==> src/rtl/sprite_blitter.sv <==
// sprite_blitter: walks a sprite ROM pixel by pixel and emits frame-buffer writes,
// skipping the key colour and off-screen pixels, with optional horizontal mirroring.
// Ports: clk_i/rst_i (async active-high), start_i/pos_x_i/pos_y_i/flip_h_i request,
//   rom_addr_o/rom_color_i ROM side, fb_we_o/fb_ready_i/fb_x_o/fb_y_o/fb_data_o
//   frame-buffer side, busy_o/done_o status.
module sprite_blitter #(
  parameter int          SPRITE_W  = 21,
  parameter int          SPRITE_H  = 41,
  parameter int          SCREEN_W  = 640,
  parameter int          SCREEN_H  = 480,
  parameter logic [11:0] KEY_COLOR = 12'h808
) (
  input  logic        clk_i,
  input  logic        rst_i,
  input  logic        start_i,
  input  logic [9:0]  pos_x_i,
  input  logic [8:0]  pos_y_i,
  input  logic        flip_h_i,
  output logic [9:0]  rom_addr_o,
  input  logic [11:0] rom_color_i,
  output logic        fb_we_o,
  input  logic        fb_ready_i,
  output logic [9:0]  fb_x_o,
  output logic [8:0]  fb_y_o,
  output logic [11:0] fb_data_o,
  output logic        busy_o,
  output logic        done_o
);

  localparam int CW = (SPRITE_W > 1) ? $clog2(SPRITE_W) : 1;
  localparam int RW = (SPRITE_H > 1) ? $clog2(SPRITE_H) : 1;
  localparam logic [CW-1:0] LAST_COL = CW'(SPRITE_W - 1);
  localparam logic [RW-1:0] LAST_ROW = RW'(SPRITE_H - 1);
  localparam logic [10:0]   SCR_W    = 11'(SCREEN_W);
  localparam logic [9:0]    SCR_H    = 10'(SCREEN_H);

  typedef enum logic [1:0] {IDLE, DRAW, DONE} state_t;

  state_t        state_q, state_d;
  logic [CW-1:0] col_q, col_d;
  logic [RW-1:0] row_q, row_d;
  logic [9:0]    addr_q, addr_d;
  logic [9:0]    pos_x_q, pos_x_d;
  logic [8:0]    pos_y_q, pos_y_d;
  logic          flip_q, flip_d;

  // Screen coordinates carry one extra bit so a sprite hanging past the right
  // or bottom edge is detected instead of wrapping back onto the screen.
  logic [CW-1:0] col_off;
  logic [10:0]   sx;
  logic [9:0]    sy;
  logic          skip;
  logic          advance;
  logic          last_px;

  assign col_off = flip_q ? (LAST_COL - col_q) : col_q;
  assign sx      = {1'b0, pos_x_q} + 11'(col_off);
  assign sy      = {1'b0, pos_y_q} + 10'(row_q);
  assign skip    = (rom_color_i == KEY_COLOR) || (sx >= SCR_W) || (sy >= SCR_H);
  // Skipped pixels cost one cycle; real writes wait for the frame buffer.
  assign advance = (state_q == DRAW) && (skip || fb_ready_i);
  assign last_px = (col_q == LAST_COL) && (row_q == LAST_ROW);

  // State register
  always_ff @(posedge clk_i or posedge rst_i) begin
    if (rst_i) begin
      state_q <= IDLE;
      col_q   <= '0;
      row_q   <= '0;
      addr_q  <= '0;
      pos_x_q <= '0;
      pos_y_q <= '0;
      flip_q  <= 1'b0;
    end else begin
      state_q <= state_d;
      col_q   <= col_d;
      row_q   <= row_d;
      addr_q  <= addr_d;
      pos_x_q <= pos_x_d;
      pos_y_q <= pos_y_d;
      flip_q  <= flip_d;
    end
  end

  // Next-state logic
  always_comb begin
    state_d = state_q;
    col_d   = col_q;
    row_d   = row_q;
    addr_d  = addr_q;
    pos_x_d = pos_x_q;
    pos_y_d = pos_y_q;
    flip_d  = flip_q;
    case (state_q)
      IDLE: begin
        if (start_i) begin
          state_d = DRAW;
          pos_x_d = pos_x_i;
          pos_y_d = pos_y_i;
          flip_d  = flip_h_i;
          col_d   = '0;
          row_d   = '0;
          addr_d  = '0;
        end
      end
      DRAW: begin
        if (advance) begin
          // ROM is row-major, so the address simply counts up.
          addr_d = addr_q + 10'd1;
          if (col_q == LAST_COL) begin
            col_d = '0;
            row_d = row_q + RW'(1);
          end else begin
            col_d = col_q + CW'(1);
          end
          if (last_px) state_d = DONE;
        end
      end
      DONE:    state_d = IDLE;
      default: state_d = IDLE;
    endcase
  end

  // Outputs
  always_comb begin
    fb_we_o = (state_q == DRAW) && !skip;
    busy_o  = (state_q != IDLE);
    done_o  = (state_q == DONE);
  end

  assign rom_addr_o = addr_q;
  assign fb_x_o     = sx[9:0];
  assign fb_y_o     = sy[8:0];
  assign fb_data_o  = rom_color_i;

endmodule
==> config.mk <==
export PLATFORM = sky130hd
export DESIGN_NAME = sprite_blitter
export DESIGN_NICKNAME = d
export VERILOG_FILES = /design/src/rtl/sprite_blitter.sv
export SDC_FILE = /design/constraint.sdc
export NUM_CORES = 1
export LEC_CHECK = 0
export ABC_AREA = 1
export CAP_MARGIN = 10
export CORE_MARGIN = 2
export CORE_UTILIZATION = 46
export CTS_CLUSTER_DIAMETER = 150
export DETAILED_ROUTE_END_ITERATION = 8
export PLACE_DENSITY_LB_ADDON = 0.12
export SYNTH_ARGS = -nofsm -noshare
export SYNTH_HDL_FRONTEND = slang
export SYNTH_SLANG_ARGS = --single-unit
==> constraint.sdc <==
create_clock -name clk_i -period 6.5 [get_ports clk_i]
set_clock_uncertainty 0.2 [all_clocks]
set_input_delay 0.65 -clock clk_i [delete_from_list [all_inputs] [get_ports clk_i]]
set_output_delay 0.65 -clock clk_i [all_outputs]
set_load 0.005 [all_outputs]
# [Word-level counts from Yosys, hierarchy flattened]
# Index checks and enable logic that the tools add are counted.
[word_totals] register_bits=43 in_bits=36 elab_cells=54
[op_classes] mux=16 n_reduce_logical=14 order_cmp=2 n_addsub=6 n_eq_ne=9
[ops] cell="$mux 10" n=2
[ops] cell="$mux 5" n=4
[ops] cell="$pmux 10 s2" n=1
[ops] cell="$mux 6" n=3
[ops] cell="$eq 12x12->1 const B" n=1
[ops] cell="$pmux 6 s2" n=1
[ops] cell="$add 10x5->11" n=1
[ops] cell="$ge 11x10->1 const B" n=1
[ops] cell="$add 10x1->10 const B" n=1
[ops] cell="$add 9x6->10" n=1
[ops] cell="$ge 10x9->1 const B" n=1
[ops] cell="$pmux 5 s2" n=1
[ops] cell="$ne 2x2->1 const B" n=4
[ops] cell="$add 6x1->6 const B" n=1
[ops] cell="$eq 6x6->1 const B" n=1
[ops] cell="$mux 2" n=3
[ops] cell="$reduce_and 3->1" n=2
[ops] cell="$add 5x1->5 const B" n=1
[ops] cell="$eq 5x5->1 const B" n=1
[ops] cell="$sub 5x5->5 const A" n=1
[ops] cell="$pmux 2 s2" n=1
[ops] cell="$reduce_and 4->1" n=1
[ops] cell="$reduce_bool 2->1" n=2
[ops] cell="$logic_and 1x1->1" n=3
[ops] cell="other kinds (6)" n=8

# [Depth between registers and ports, before layout]
[depth] depth_word=10 mapped_depth=20 depth_no_buf=19

# [Least setup slack after synthesis]
# No wires, ideal clock.
[synth_timing] kind="register -> output" from="register col_q[0]" to="output port fb_we_o" slack_ns=3.525 t_arrival_ns=2.125 path_stages_with_launch=14 cell_sequence="dfrtp_1 > inv_1 > ha_1 > nand2_1 > o21ai_0 > fa_1 > nand2_1 > nand3_1 > nand3_1 > nand3_1 > nand2_2 > nand2_2 > a21oi_4 > and2_1"
[synth_between] elab_chain_cells=8
[synth_rtl] item="start: declaration" line_no="40" rtl="logic [CW-1:0] col_q, col_d;"
[synth_rtl] item="start signal: assignment" line_no="76" rtl="col_q <= col_d;"
[synth_rtl] item="$sub 5x5->5" line_no="56" rtl="assign col_off = flip_q ? (LAST_COL - col_q) : col_q;"
[synth_rtl] item="$mux 5 (*)" line_no="56"
[synth_rtl] item="$add 10x5->11 (*)" line_no="57" rtl="assign sx = {1'b0, pos_x_q} + 11'(col_off);"
[synth_rtl] item="$ge 11x10->1 (*)" line_no="59" rtl="assign skip = (rom_color_i == KEY_COLOR) || (sx >= SCR_W) || (sy >= SCR_H);"
[synth_rtl] item="$logic_or 1x1->1 (*) (2 in series)" line_no="59"
[synth_rtl] item="$logic_not 1->1 (*)" line_no="126" rtl="fb_we_o = (state_q == DRAW) && !skip;"
[synth_rtl] item="$logic_and 1x1->1 (*)" line_no="126"
[synth_rtl] item="end: declaration" line_no="21" rtl="output logic fb_we_o,"
# Every way passes the cells marked *; elsewhere a longest branch is shown, timed or not.

# [Worst setup path after layout]
# Same ends and word-level chain as after synthesis.

==> run summary <==
The cell family contributing the most delay on the critical path is adder cells. The clock sink count is 43. The cell leakage power is around 0.0021 uW. The detailed-route wire length came out at ~7400 um.

The number of unique standard cell types used by synthesis came out at 32. At the pin with the least slew margin, the transition time is 1040 ps. The post-detailed-route count of antenna-violating nets came out at 0. The die width is roughly 87 um.

The clock period minus final worst setup slack came out at 3990 ps. The antenna cell count is 0. The pin count of the biggest net entering global routing is 44. The die span in y is slightly below 90 um. After the flow finishes, the layout carries non-filler instances totaling 571. The TritonCTS clock tree is built. The share of the clock period used by the worst path after layout is 61.4%. The initial DRC count came out at roughly 160. The required time of the worst setup path came out at ~5700 ps. After routing the design area is ~0.004 mm^2. The count of pins on the block boundary came out at 80.

The largest stage delay on the critical path came out at approximately 500 ps. The via count of the first global-routing pass is 2786. In this run the tightest slew margin relative to its limit is 30.2%.

The count of mapped cells out of synthesis is between 400 and 500. After detailed routing, the number of remaining DRC violations is 0. The placed instances occupy a cell area of 0.00391 mm^2.

OpenSTA, run right after detailed placement, puts the worst setup slack at approximately 2800 ps. The number of antenna violations at the first check in global routing came to 0. The layout overhead on the synthesized area is 26.9%. The synthesized design spends more area on one cell type than any other, namely sky130_fd_sc_hd__dfrtp_1. Clock tree synthesis inserted a total of 5 buffers.

The buffer count from post-CTS setup fixing is 0. The warning count from the yosys run came out at 0. The global placement routability congestion came out at between 0.8 and 0.9. The most frequent cell after synthesis is sky130_fd_sc_hd__nand2_1. The fmax came out at 251 MHz.

The worst setup path is launched from a flip-flop. On the critical path, the stage with the largest delay is an instance of sky130_fd_sc_hd__fa_1. The synthesized flop and latch total is 43. Dividing the detail-routed via count by the number of cells gives 5.12. For this run, the post-layout net count is 544. The routed via count came out at just under 3k.

Each instance of the synthesized netlist takes up on average 7.42 um^2. The post-synthesis net count is 480. The total half-perimeter wirelength after legalization and detailed placement came out at 5470 um. Setup repair after global routing left no endpoint under its margin. The number of placed instances, taps included, is 563. The critical path goes through inv_1 -> ha_1 -> nand2_1 -> o21ai_0 -> fa_1 -> nand2_1 -> nand3_1 -> nand3_1 -> nand3_1 -> nand2_2 -> nand2_2 -> a21oi_4 -> and2_1 -> clkdlybuf4s50_1.

Counting both buffers and inverters, the worst setup path holds a total of 2. In the synthesized netlist the async set-or-reset flop fraction comes to 100%. The effective utilization at floorplan came out at around 47%. The total number of H-tree levels is 2. STA classifies the critical path endpoint as an output port. The post-synth design cell area is around 0.0032 mm^2. The cell chosen for the clock root is sky130_fd_sc_hd__clkbuf_8. The total count of hold-check failures in the final report is 0.

The clock transition time at the flip-flop clock pins of the worst setup and hold paths is 90 ps. The final critical-path setup slack is 2510 ps. In the synthesized netlist the dominant register cell turns out to be sky130_fd_sc_hd__dfrtp_1. The number of slew-limit violations in the final report was 0. The share of the yosys chip area belonging to registers came out at 34.0%.

The number of enable-type register cells in the synthesized netlist came out at 0. Counting instances in the post-synthesis netlist gives the leading cell types as sky130_fd_sc_hd__nand2_1 (112), sky130_fd_sc_hd__inv_1 (58), sky130_fd_sc_hd__dfrtp_1 (43). The total overflow left after global routing is 0. The count of max-cap constraint violations came out at 0. The top cell type's share of synthesized area came out at roughly 34%. For the worst-skew pair, the clock arrives at the later sink with an insertion delay of 310 ps. The fraction of layout cells with a size suffix above 1 came out at 7.13%. The count of buffers added on input and output ports is 79.

The core area came out at 0.00672 mm^2. The average wire per standard cell is 12.9 um. The maximum fanout encountered on the critical timing path is 6. In this run the worst hold path is classified as flip-flop to flip-flop.

In this run, post-CTS repair resized a total of 0 instances. The placement row count is 30. The number of detailed-routing iterations run before antenna repair came out at 4. Summed over all failing endpoints, the final setup total negative slack is 0 ps. The cell that appears most often on the critical path is sky130_fd_sc_hd__nand3_1. The peak supply drop came out at 0.101 mV.

By area the synthesized netlist is led by sky130_fd_sc_hd__dfrtp_1 (34%), sky130_fd_sc_hd__nand2_1 (13%), sky130_fd_sc_hd__inv_1 (6.9%). The first-pass GRT wire length is 12800 um. The global router's overall resource usage came out at 21.1%. The arrival time of data at the critical path endpoint is between 3000 and 4000 ps. In this run, post-CTS hold repair placed 0 buffers. The power per standard cell area came out at 123 mW/mm^2. The critical path in this run is classified as flip-flop to output port. The flow ran to the end, and the final reports show no timing, DRC or antenna violations. The final count of negative-setup-slack endpoints came out at 0. The final core utilization came out at 59.7%.

The total die area is 0.00755 mm^2. In this run the deepest clock path goes through 2 buffers.
-- state kept, by name, indices dropped and copies added (netlist names) --
name,cells
flip_q,1
state_q,2
pos_y_q,9
rom_addr_o,10
col_q,5
pos_x_q,10
row_q,6
-- path summary, 6_finish.rpt --
kind	startpoint	end	slack (ps)	cells past startpoint
min reg2reg	col_q[3]	col_q[3]	320	2
min in group asynchronous	rst_i	pos_y_q[4]	580	3
min	col_q[3]	col_q[3]	320	2
max reg2reg	col_q[0]	row_q[5]	3280	16
max in group asynchronous	rst_i	pos_x_q[6]	5120	3
max	col_q[0]	fb_we_o	2510	14
-- per-stage QoR --
stage	hold WS, ps	total power [uW]
after floorplan	264	285
after global placement	280	311
after detailed placement	287	311
after CTS	311	503
after global routing	337	512
final	318	495
-- kinds of logic (layout without fill, tap and decap cells) --
group / count (synthesis) / count (layout) / share of synthesized area, %
simple gates: 225 / 225 / 32.6
buf+inv: 81 / 146 / 11.6
flops: 43 / 43 / 34.0
compound gates: 32 / 32 / 5.74
fa+ha+maj: 18 / 18 / 7.60
xor+xnor: 15 / 15 / 4.15
mux: 12 / 12 / 4.27
-- worst reg2reg max path: stages (launching register included) --
cell                      delay [ps]
sky130_fd_sc_hd__dfrtp_1         440
sky130_fd_sc_hd__inv_1            90
sky130_fd_sc_hd__ha_1            300
sky130_fd_sc_hd__nand2_1          70
sky130_fd_sc_hd__o21ai_0         140
sky130_fd_sc_hd__fa_1            490
sky130_fd_sc_hd__nand2_1         100
sky130_fd_sc_hd__nand3_1          80
sky130_fd_sc_hd__nand3_1         100
sky130_fd_sc_hd__nand3_1          90
sky130_fd_sc_hd__nand2_2          90
sky130_fd_sc_hd__nand2_2          70
sky130_fd_sc_hd__a21oi_4         150
sky130_fd_sc_hd__nand3_4         280
sky130_fd_sc_hd__nand3_1         320
sky130_fd_sc_hd__nand2_1          90
sky130_fd_sc_hd__nand2_1          70
-- layout make-up --
cell class                      instances  area [um^2]
Sequential cell                        43         1080
Clock buffer                            6         82.6
Tap cell                               80          100
Inverter                               58          218
Clock inverter                          2         16.3
Timing Repair Buffer                   80          798
Multi-Input combinational cell        302         1720
Fill cell                             617         2710
-- power by group --
| part | switching, uW | leakage (uW) | internal (uW) |
|---|---|---|---|
| Combinational | 12.2 | 0.00157 | 25.8 |
| Sequential | 0 | 0.000521 | 267 |
| Clock | 103 | 0.0000474 | 86.9 |
| Total | 115 | 0.00213 | 380 |
-- layout by cell type (no fill, tap or decap), types with 6 or more instances in the layout --
cell and instances:
sky130_fd_sc_hd__nand2_2 6, sky130_fd_sc_hd__dfrtp_1 43, sky130_fd_sc_hd__clkbuf_8 6, sky130_fd_sc_hd__nand3_1 25, sky130_fd_sc_hd__mux2_2 12, sky130_fd_sc_hd__nand2_1 112, sky130_fd_sc_hd__xor2_1 11, sky130_fd_sc_hd__inv_1 58
sky130_fd_sc_hd__nand4_1 25, sky130_fd_sc_hd__clkdlybuf4s50_1 79, sky130_fd_sc_hd__nor2_1 34, sky130_fd_sc_hd__a21oi_1 21, sky130_fd_sc_hd__ha_1 16, sky130_fd_sc_hd__nor3_1 9, sky130_fd_sc_hd__o21ai_0 6
-- per-layer routing --
layer	vias to the layer above	share of wire (%)	global-route usage [%]
met2	66	47	35.1
met4	0	1.0	6.11
li1	1497	-	-
met1	1350	47	27.8
met5	-	0	0
met3	8	4.2	4.27
Power figures use the tool's default switching activity.
